$ cat src/rtl/idex_stage_reg_pkg.sv
// Shared pipeline definitions: control-bundle layout and register-number constants.
// Latency: n/a (types and constants only).
// Backpressure: n/a.
package idex_stage_reg_pkg;

    // Control bundle {regwrite,memread,memwrite,memtoreg,alusrc,regdst,branch,aluop[1:0]}
    localparam int CTRL_W        = 9;
    localparam int CTRL_REGWRITE = 8;
    localparam int CTRL_MEMREAD  = 7;
    localparam int CTRL_MEMWRITE = 6;
    localparam int CTRL_MEMTOREG = 5;
    localparam int CTRL_ALUSRC   = 4;
    localparam int CTRL_REGDST   = 3;
    localparam int CTRL_BRANCH   = 2;
    localparam int CTRL_ALUOP    = 0;

    // A bubble carries no side effects: no regwrite, memread or memwrite.
    localparam logic [CTRL_W-1:0] CTRL_BUBBLE = 9'b0;

    // Register 0 is hardwired zero, so it never creates a dependency.
    localparam logic [4:0] REG_ZERO = 5'd0;

endpackage

$ cat src/rtl/idex_stage_reg_if.sv
// ID-to-EX bundle: decoded fields in, registered fields, stall and stall count out.
// Latency: n/a (wires only).
// Backpressure: stall is driven back to the ID side, which holds its fields while high.
interface idex_stage_reg_if
    import idex_stage_reg_pkg::*;
#(
    parameter int WIDTH = 32,
    parameter int CNTW  = 16
);
    logic              id_valid;
    logic [4:0]        id_rs;
    logic [4:0]        id_rt;
    logic [4:0]        id_rd;
    logic [WIDTH-1:0]  id_rdata1;
    logic [WIDTH-1:0]  id_rdata2;
    logic [WIDTH-1:0]  id_imm;
    logic [CTRL_W-1:0] id_ctrl;
    logic              flush;
    logic              stall;
    logic              idex_valid;
    logic [4:0]        idex_rs;
    logic [4:0]        idex_rt;
    logic [4:0]        idex_rd;
    logic [WIDTH-1:0]  idex_rdata1;
    logic [WIDTH-1:0]  idex_rdata2;
    logic [WIDTH-1:0]  idex_imm;
    logic [CTRL_W-1:0] idex_ctrl;
    logic [CNTW-1:0]   stallcnt;

    // ID stage / hazard controller side
    modport master (
        output id_valid, id_rs, id_rt, id_rd, id_rdata1, id_rdata2, id_imm, id_ctrl, flush,
        input  stall, idex_valid, idex_rs, idex_rt, idex_rd,
               idex_rdata1, idex_rdata2, idex_imm, idex_ctrl, stallcnt
    );

    // Pipeline register side
    modport slave (
        input  id_valid, id_rs, id_rt, id_rd, id_rdata1, id_rdata2, id_imm, id_ctrl, flush,
        output stall, idex_valid, idex_rs, idex_rt, idex_rd,
               idex_rdata1, idex_rdata2, idex_imm, idex_ctrl, stallcnt
    );

endinterface

$ cat src/rtl/idex_stage_reg_load_use_detect.sv
// Load-use hazard: a valid load in EX writes a register that the valid instruction in ID reads.
// Latency: combinational.
// Backpressure: none; the caller turns the hazard into a stall.
module load_use_detect
    import idex_stage_reg_pkg::*;
(
    input  logic       ex_valid,
    input  logic       ex_memread,
    input  logic [4:0] ex_rt,
    input  logic       id_valid,
    input  logic [4:0] id_rs,
    input  logic [4:0] id_rt,
    output logic       hazard
);

    // A load targeting r0 never produces a usable value, so it cannot cause a dependency.
    assign hazard = ex_valid & ex_memread & (ex_rt != REG_ZERO) & id_valid &
                    ((ex_rt == id_rs) | (ex_rt == id_rt));

endmodule

$ cat src/rtl/idex_stage_reg.sv
// ID/EX pipeline register with load-use bubble insertion, flush squash and stall counter.
// Latency: one cycle from ID fields to idex_* outputs; stall is combinational.
// Backpressure: stall asks upstream to freeze PC and IF/ID for one cycle while a bubble enters EX.
module idex_stage_reg
    import idex_stage_reg_pkg::*;
#(
    parameter int WIDTH = 32,
    parameter int CNTW  = 16
)(
    input logic          clk,
    input logic          rst_n,
    idex_stage_reg_if.slave bus
);

    localparam logic [CNTW-1:0] CNT_MAX = {CNTW{1'b1}};

    logic hazard;
    logic take_bubble;

    load_use_detect u_detect (
        .ex_valid   (bus.idex_valid),
        .ex_memread (bus.idex_ctrl[CTRL_MEMREAD]),
        .ex_rt      (bus.idex_rt),
        .id_valid   (bus.id_valid),
        .id_rs      (bus.id_rs),
        .id_rt      (bus.id_rt),
        .hazard     (hazard)
    );

    // A flush discards the ID instruction anyway, so it overrides the stall request.
    assign bus.stall   = hazard & ~bus.flush & rst_n;
    assign take_bubble = bus.flush | bus.stall;

    // Pipeline register: bubble on flush or stall, otherwise capture ID.
    always_ff @(posedge clk or negedge rst_n) begin
        if (!rst_n) begin
            bus.idex_valid  <= 1'b0;
            bus.idex_rs     <= REG_ZERO;
            bus.idex_rt     <= REG_ZERO;
            bus.idex_rd     <= REG_ZERO;
            bus.idex_rdata1 <= {WIDTH{1'b0}};
            bus.idex_rdata2 <= {WIDTH{1'b0}};
            bus.idex_imm    <= {WIDTH{1'b0}};
            bus.idex_ctrl   <= CTRL_BUBBLE;
        end else if (take_bubble) begin
            // Zeroed register numbers keep the forwarding unit from matching on a bubble.
            bus.idex_valid  <= 1'b0;
            bus.idex_rs     <= REG_ZERO;
            bus.idex_rt     <= REG_ZERO;
            bus.idex_rd     <= REG_ZERO;
            bus.idex_rdata1 <= {WIDTH{1'b0}};
            bus.idex_rdata2 <= {WIDTH{1'b0}};
            bus.idex_imm    <= {WIDTH{1'b0}};
            bus.idex_ctrl   <= CTRL_BUBBLE;
        end else begin
            bus.idex_valid  <= bus.id_valid;
            bus.idex_rs     <= bus.id_rs;
            bus.idex_rt     <= bus.id_rt;
            bus.idex_rd     <= bus.id_rd;
            bus.idex_rdata1 <= bus.id_rdata1;
            bus.idex_rdata2 <= bus.id_rdata2;
            bus.idex_imm    <= bus.id_imm;
            bus.idex_ctrl   <= bus.id_ctrl;
        end
    end

    // Saturating count of stalled cycles; only reset clears it.
    always_ff @(posedge clk or negedge rst_n) begin
        if (!rst_n) begin
            bus.stallcnt <= {CNTW{1'b0}};
        end else if (bus.stall && (bus.stallcnt != CNT_MAX)) begin
            bus.stallcnt <= bus.stallcnt + 1'b1;
        end
    end

endmodule

$ cat src/flat_wrapper.sv
// flat-port wrapper written by rule: the top's interface ports become plain ports
module idex_stage_reg_flat import idex_stage_reg_pkg::*;
#(
    parameter int WIDTH = 32,
    parameter int CNTW  = 16
)
  (clk, rst_n, bus_id_valid, bus_id_rs, bus_id_rt, bus_id_rd, bus_id_rdata1, bus_id_rdata2, bus_id_imm, bus_id_ctrl, bus_flush, bus_stall, bus_idex_valid, bus_idex_rs, bus_idex_rt, bus_idex_rd, bus_idex_rdata1, bus_idex_rdata2, bus_idex_imm, bus_idex_ctrl, bus_stallcnt);
  idex_stage_reg_if #(.WIDTH(WIDTH), .CNTW(CNTW)) bus_i ();
  input logic clk;
  input logic rst_n;
  input wire logic [$bits(bus_i.id_valid)-1:0] bus_id_valid;
  input wire logic [$bits(bus_i.id_rs)-1:0] bus_id_rs;
  input wire logic [$bits(bus_i.id_rt)-1:0] bus_id_rt;
  input wire logic [$bits(bus_i.id_rd)-1:0] bus_id_rd;
  input wire logic [$bits(bus_i.id_rdata1)-1:0] bus_id_rdata1;
  input wire logic [$bits(bus_i.id_rdata2)-1:0] bus_id_rdata2;
  input wire logic [$bits(bus_i.id_imm)-1:0] bus_id_imm;
  input wire logic [$bits(bus_i.id_ctrl)-1:0] bus_id_ctrl;
  input wire logic [$bits(bus_i.flush)-1:0] bus_flush;
  output wire logic [$bits(bus_i.stall)-1:0] bus_stall;
  output wire logic [$bits(bus_i.idex_valid)-1:0] bus_idex_valid;
  output wire logic [$bits(bus_i.idex_rs)-1:0] bus_idex_rs;
  output wire logic [$bits(bus_i.idex_rt)-1:0] bus_idex_rt;
  output wire logic [$bits(bus_i.idex_rd)-1:0] bus_idex_rd;
  output wire logic [$bits(bus_i.idex_rdata1)-1:0] bus_idex_rdata1;
  output wire logic [$bits(bus_i.idex_rdata2)-1:0] bus_idex_rdata2;
  output wire logic [$bits(bus_i.idex_imm)-1:0] bus_idex_imm;
  output wire logic [$bits(bus_i.idex_ctrl)-1:0] bus_idex_ctrl;
  output wire logic [$bits(bus_i.stallcnt)-1:0] bus_stallcnt;
  assign bus_i.id_valid = bus_id_valid;
  assign bus_i.id_rs = bus_id_rs;
  assign bus_i.id_rt = bus_id_rt;
  assign bus_i.id_rd = bus_id_rd;
  assign bus_i.id_rdata1 = bus_id_rdata1;
  assign bus_i.id_rdata2 = bus_id_rdata2;
  assign bus_i.id_imm = bus_id_imm;
  assign bus_i.id_ctrl = bus_id_ctrl;
  assign bus_i.flush = bus_flush;
  assign bus_stall = bus_i.stall;
  assign bus_idex_valid = bus_i.idex_valid;
  assign bus_idex_rs = bus_i.idex_rs;
  assign bus_idex_rt = bus_i.idex_rt;
  assign bus_idex_rd = bus_i.idex_rd;
  assign bus_idex_rdata1 = bus_i.idex_rdata1;
  assign bus_idex_rdata2 = bus_i.idex_rdata2;
  assign bus_idex_imm = bus_i.idex_imm;
  assign bus_idex_ctrl = bus_i.idex_ctrl;
  assign bus_stallcnt = bus_i.stallcnt;
  idex_stage_reg #(.WIDTH(WIDTH), .CNTW(CNTW)) u_core (.clk(clk), .rst_n(rst_n), .bus(bus_i));
endmodule
$ cat config.mk
export PLATFORM = sky130hd
export DESIGN_NAME = idex_stage_reg_flat
export DESIGN_NICKNAME = d
export VERILOG_FILES = /design/src/rtl/idex_stage_reg_pkg.sv /design/src/rtl/idex_stage_reg_if.sv /design/src/rtl/idex_stage_reg_load_use_detect.sv /design/src/rtl/idex_stage_reg.sv /design/src/flat_wrapper.sv
export SDC_FILE = /design/constraint.sdc
export NUM_CORES = 1
export LEC_CHECK = 0
export ABC_AREA = 0
export BUFFER_PORTS_ARGS = -buffer_cell sky130_fd_sc_hd__buf_2
export CORE_ASPECT_RATIO = 1.4
export CORE_MARGIN = 8
export CORE_UTILIZATION = 30
export DETAILED_ROUTE_END_ITERATION = 10
export PLACE_DENSITY_LB_ADDON = 0.25
export SYNTH_ARGS = -nofsm -noshare
export SYNTH_HDL_FRONTEND = slang
export SYNTH_HIERARCHICAL = 1
export SYNTH_SLANG_ARGS = --single-unit
$ cat constraint.sdc
create_clock -name clk -period 2.55 [get_ports clk]
set_input_delay 0.6375 -clock clk [delete_from_list [all_inputs] [get_ports clk]]
set_output_delay 0.6375 -clock clk [all_outputs]
set_load 0.02 [all_outputs]
==> results of run 1 <==
==> worst max-delay path by stage <==
stage,startpoint,endpoint,slack (ns),cells after the start
2_1_floorplan,bus_id_rs[0],u_core/bus.stallcnt[12]$_DFFE_PN0P_,0.22,9
3_3_place_gp,bus_id_rs[0],u_core/bus.stallcnt[12]$_DFFE_PN0P_,-0.14,10
3_5_place_dp,bus_id_rs[0],u_core/bus.stallcnt[12]$_DFFE_PN0P_,-0.13,10
4_1_cts,u_core/bus.idex_rt[4]$_DFF_PN0_,bus_stall,-0.09,6
5_1_grt,u_core/bus.idex_rt[4]$_DFF_PN0_,bus_stall,-0.11,8
6_report,u_core/bus.idex_rt[4]$_DFF_PN0_,bus_stall,-0.01,6
==> flip-flops by register name, indices dropped and copies added, names as in the netlist <==
signal	flops
u_core/bus.idex_imm	32
u_core/bus.idex_rdata1	32
u_core/bus.idex_rdata2	32
u_core/bus.stallcnt	16
u_core/bus.idex_ctrl	9
u_core/bus.idex_rd	5
u_core/bus.idex_rs	5
u_core/bus.idex_rt	5
u_core/bus.idex_valid	1
==> placed cells by master (no fill, tap or decap), types with 2 or more instances in the layout <==
master | netlist | routed
and2_1 | 122 | 122
buf_12 | 0 | 2
buf_2 | 0 | 259
buf_4 | 0 | 10
buf_6 | 0 | 4
bufinv_16 | 0 | 2
clkbuf_16 | 0 | 17
clkbuf_8 | 0 | 3
clkinvlp_4 | 0 | 3
dfrtp_1 | 137 | 136
nand2_1 | 6 | 6
nand3_1 | 6 | 6
nand4_1 | 4 | 4
nand4_2 | 2 | 2
nor2_1 | 2 | 2
nor3_1 | 8 | 6
nor3_2 | 0 | 2
nor4_1 | 4 | 3
o21ai_0 | 2 | 2
or4_4 | 1 | 2
xnor2_1 | 8 | 8
xor2_1 | 15 | 13
xor2_2 | 0 | 2
==> final cells by class <==
class,instances,area (µm²),share of cell area
flip-flops and latches,137,3430,0.486
repair buffers,275,1460,0.206
multi-input cells,194,1360,0.192
clock buffers,21,470,0.0667
well taps,196,245,0.0347
clock inverters,7,96.3,0.0137
inverters,1,3.75,0.000532
==> logic make-up (layout without fill, tap and decap cells) <==
| group | after synthesis | count (layout) | share of synthesized area |
|---|---|---|---|
| XOR/XNOR | 23 | 23 | 0.0421 |
| buffers and inverters | 15 | 304 | 0.0118 |
| AO/OA/AOI/OAI | 5 | 5 | 0.00602 |
| flip-flops | 137 | 137 | 0.717 |
| AND/OR/NAND/NOR | 163 | 163 | 0.216 |
| adder cells (fa/ha/maj) | 1 | 1 | 0.00261 |
| multiplexers | 2 | 2 | 0.00471 |
==> routing by layer <==
| metal | wire [µm] | GRT usage | vias up |
|---|---|---|---|
| li1 | - | - | 1655 |
| met1 | 4530 | 0.125 | 1701 |
| met3 | 1520 | 0.0738 | 23 |
| met5 | 23 | 0 | - |
| met4 | 331 | 0.0611 | 4 |
| met2 | 7700 | 0.248 | 156 |
==> per-stage QoR <==
stage / utilization / instances / hold slack [ns] / cell area, µm² / TNS (ns)
after CTS: 0.449 / 830 / 0.403 / 7010 / -0.0896
final: 0.452 / 831 / 0.418 / 7060 / -0.0135
after global routing: 0.452 / 831 / 0.404 / 7060 / -0.115
after detailed placement: 0.411 / 800 / 0.519 / 6410 / -0.400
after floorplan: - / 346 / 0.342 / 4780 / 0
after global placement: 0.411 / 800 / 0.501 / 6410 / -0.394
==> power breakdown <==
group          internal [mW]  leakage, nW  switching, mW
Clock                   1.49        0.269          0.865
Sequential              2.27         1.78         0.0299
Combinational          0.207         1.81          0.304
==> critical path, delay by kind of cell (launching register included) <==
family                 cells  cell delay [ns]
buffers and inverters      2             0.19
DFF                        1             0.39
and+or+nand+nor            2             0.68
AOI/OAI and AO/OA          2             0.27
==> what timing repair did <==
| item | in CTS | in global routing |
|---|---|---|
| pin swaps | 5 | 9 |
| setup endpoints to repair | 1 | 6 |
| setup buffers | 3 | 1 |
| gates cloned | 0 | 0 |
| hold buffers | 0 | 0 |
| endpoints found under the hold margin | 0 | 0 |
| resized for setup | 6 | 9 |
==> results.cfg, run 1 <==
[cts]
worstSkewPairLatency_ns = 0.41
cts_buffer_depth = 2
cts_tree = built
cts.sinks = 137
cts-buffers-inserted = 17
h-tree-depth = 4
clk_pin_slew_ns = 0.06
root_buffer = clkbuf_16

[floorplan]
start_util = 0.307
die_y_um = 165
pin_count = 262
rows = 54
coreArea_um2 = 15600
die_x_um = 123
dieArea_um2 = 20300

[yosys]
synth_cell_type_count = 28
ys.warnings.count = 6
synth_area_leader_cell = dfrtp_1
yosysMostFrequentCell = dfrtp_1
synthFlopType = dfrtp_1
synth-seq-area-share = 0.717
post-synth-top-area-fraction = 0.717
syn_area_um2 = 4780
synth_area_per_cell_um2 = 13.8
postSynthNetCount = 471
async_flop_share = 1.00
synth_edf_count = 0
synthCells = 346
synthTopCellsByCount = dfrtp_1, and2_1, xor2_1
synth-seq-cells = 137
yosys-top-cells-area = dfrtp_1, and2_1, xor2_1, xnor2_1, clkbuf_1

[worst_setup_path]
end_kind = output pin
cp_slowest_cell = or4_4
worst_ep_arrival_time_ns = 1.93
path_class = reg -> out
path_cells = or4_4, o2111ai_2, a21oi_2, nand3b_1, inv_2, buf_6
slowest_delay_ns = 0.54
worst_ep_required_time_ns = 1.91
r2r_setup_slack_ns = 0.17
cp_max_fo = 2
cp-start-kind = flip-flop
reg2reg_depth = 10
regToRegStartpoint = u_core/bus.idex_rt[4]$_DFF_PN0_
crit-reg2reg-capture = u_core/bus.stallcnt[12]$_DFFE_PN0P_

[grt]
grt_pass1_wl_mm = 21.2
grt_overflow = 0
first_global_vias = 4038
antenna_found_initial = 2
grt_max_degree = 75
track_usage = 0.138

[run_status]
violations = setup timing
status = complete, but fails checks

[cells_and_area]
drive_above_1_share = 0.506
finalNetCount = 751
antennaDiodeCount = 0
fillers = 1494
synthToLayoutAreaGrowth_pct = 47.5

[sta]
setup_viol = 1
fmax_mhz = 390
finalMaxSlewViolations = 0
slew_headroom = 0.381
fin_worst_skew_ns = 0.00646
final_hold_viol_count = 0
layout_min_cycle_time_ns = 2.56
rsz0062_at_grt = true
setup_ws_ns = -0.0135
post-route-period-util = 1.01
worst_slew_pin_slew_ns = 0.928

[power]
vdd_drop_max_uv = 478
total_power_mw = 5.17
p_leak_nw = 3.86
powerDensity_nw_per_um2 = 733

[drt]
antenna_left = 0
routedWlPerCell_um = 17.0
num_vias = 3539
firstDrtPassIters = 4
drt-initial-drc-count = 135
drt_wl_total_mm = 14.1
viasPerCell = 4.26
drc_errors = 0

[hold_path]
hp-class = in -> async

[place]
routabilityCongestion = 0.812
pre_cts_ws_ns = -0.128
hpwl_mm = 11.0
portBuffers = 261

[flow_run]
drv_cap = 0
(Power assumes the default switching activity.)
==> inputs of run 2 (changes only) <==
CORE_ASPECT_RATIO = unset   (was 1.4)
==> run 2 against run 1 <==
Against the previous run:
- the run still ends with setup timing left
- via count increased by 3.1%
- setup slack got worse by 0.030 ns
- clock skew about the same
- final cell count increased by 4.7%
- critical path depth stayed put
- utilization rose by 1.8 points
- sequential share of layout area fell by 2.2 points
- non-clock buffer count rose by 15
- worst hold slack got worse by 0.064 ns
- largest power group unchanged
==> results.cfg, run 2 (synthesis gave the netlist of run 1 again) <==
[cells_and_area]
sequential_cell_area_um2 = 3430
top_regs = u_core/bus.idex_imm: 32 flops, u_core/bus.idex_rdata1: 32 flops, u_core/bus.idex_rdata2: 32 flops
fillers = 1468
antennaDiodeCount = 0
final_core_util = 0.471
finalNetCount = 766
drive_above_1_share = 0.521
synthToLayoutAreaGrowth_pct = 54.5
final_cell_mix = buf_2, dfrtp_1, and2_1, clkbuf_16
layout_commonest_cell = buf_2
stdcell_count = 870
multi_input_area_um2 = 1380

[drt]
drt_wl_total_mm = 15.4
firstDrtPassIters = 4
drc_errors = 0
antenna_left = 0
viasPerCell = 4.19
num_vias = 3648
routedWlPerCell_um = 17.7
drt-initial-drc-count = 129

[cts]
h-tree-depth = 4
cts_buffer_depth = 2
root_buffer = clkbuf_16
clk_pin_slew_ns = 0.06
cts.sinks = 137
cts-buffers-inserted = 17
worstSkewPairLatency_ns = 0.40
cts_tree = built

[floorplan]
coreArea_um2 = 15700
die_y_um = 142
start_util = 0.305
rows = 46
pin_count = 262
dieArea_um2 = 20200
die_x_um = 142

[flow_run]
drv_cap = 0

[sta]
post-route-period-util = 1.02
fin_worst_skew_ns = 0.00662
setup_tns_ns = -0.0438
setup_ws_ns = -0.0438
slew_headroom = 0.502
final_hold_viol_count = 0
rsz0062_at_grt = true
finalMaxSlewViolations = 0
setup_viol = 1
fmax_mhz = 386
worst_slew_pin_slew_ns = 0.747
layout_min_cycle_time_ns = 2.59

[power]
powerDensity_nw_per_um2 = 732
vdd_drop_max_uv = 512
p_leak_nw = 4.02
total_power_mw = 5.41

[place]
portBuffers = 261
routabilityCongestion = 0.776
hpwl_mm = 10.4
placed_cells = 817
pre_cts_ws_ns = -0.0383

[grt]
grt_max_degree = 138
track_usage = 0.138
grt_overflow = 0
grt_pass1_wl_mm = 21.1
first_global_vias = 3965
antenna_found_initial = 1

[run_status]
violations = setup timing
status = complete, but fails checks

[worst_setup_path]
cp_max_fo = 3
path_class = reg -> out
cp-start-kind = flip-flop
end_kind = output pin
worst_ep_required_time_ns = 1.91
worst_ep_arrival_time_ns = 1.96

[hold_path]
hp-class = in -> async
run 2: metal layers:
layer  GRT usage  up-vias  wire, µm
li1            -     1692         -
met1       0.141     1785      5770
met2       0.225      158      7650
met3      0.0882       11      1850
met4      0.0441        2       139
met5           0        -        10
run 2: path summary, 6_finish.rpt:
check / from / to / slack (ns) / cells past startpoint
hold / removal: rst_n / u_core/bus.idex_ctrl[0]$_DFF_PN0_ / 0.35 / 2
setup reg to reg: u_core/bus.idex_rt[4]$_DFF_PN0_ / u_core/bus.idex_rdata2[0]$_DFF_PN0_ / 0.10 / 11
setup / recovery: u_core/bus.idex_rt[4]$_DFF_PN0_ / bus_stall / -0.04 / 6
min in group clk: bus_id_rdata1[0] / u_core/bus.idex_rdata1[0]$_DFF_PN0_ / 0.43 / 2
hold reg to reg: u_core/bus.stallcnt[2]$_DFFE_PN0P_ / u_core/bus.stallcnt[2]$_DFFE_PN0P_ / 0.52 / 1
max in group asynchronous: rst_n / u_core/bus.idex_rdata2[18]$_DFF_PN0_ / 1.61 / 2
run 2: final cells by class:
class / instances / area share
clock buffers: 22 / 0.0641
clock inverters: 10 / 0.0191
inverters: 1 / 0.000508
multi-input cells: 194 / 0.187
flip-flops and latches: 137 / 0.464
well taps: 216 / 0.0366
repair buffers: 290 / 0.229
run 2: timing repair:
action | 4_1_cts | 5_1_grt
pin swaps | 3 | 7
setup buffers | 10 | 4
hold endpoints to repair | 0 | 0
gates resized for setup | 8 | 18
hold buffers | 0 | 0
gates cloned | 0 | 9
endpoints found under the setup margin | 1 | 125
run 2: power breakdown:
part	switching (mW)	internal, mW
sequential	0.0303	2.27
combinational	0.325	0.238
clock	0.926	1.62
run 2: stage by stage:
step	hold slack (ns)	cell area, µm²
finish	0.354	7390
CTS	0.403	7140
floorplan	0.342	4780
detailed placement	0.506	6410
global route	0.397	7390
global placement	0.510	6410
run 2: critical path: stages (launching register included):
cell,delay (ns)
dfrtp_1,0.42
or4_4,0.54
o2111ai_4,0.20
a21oi_2,0.06
nand3b_1,0.15
inv_2,0.06
buf_6,0.13
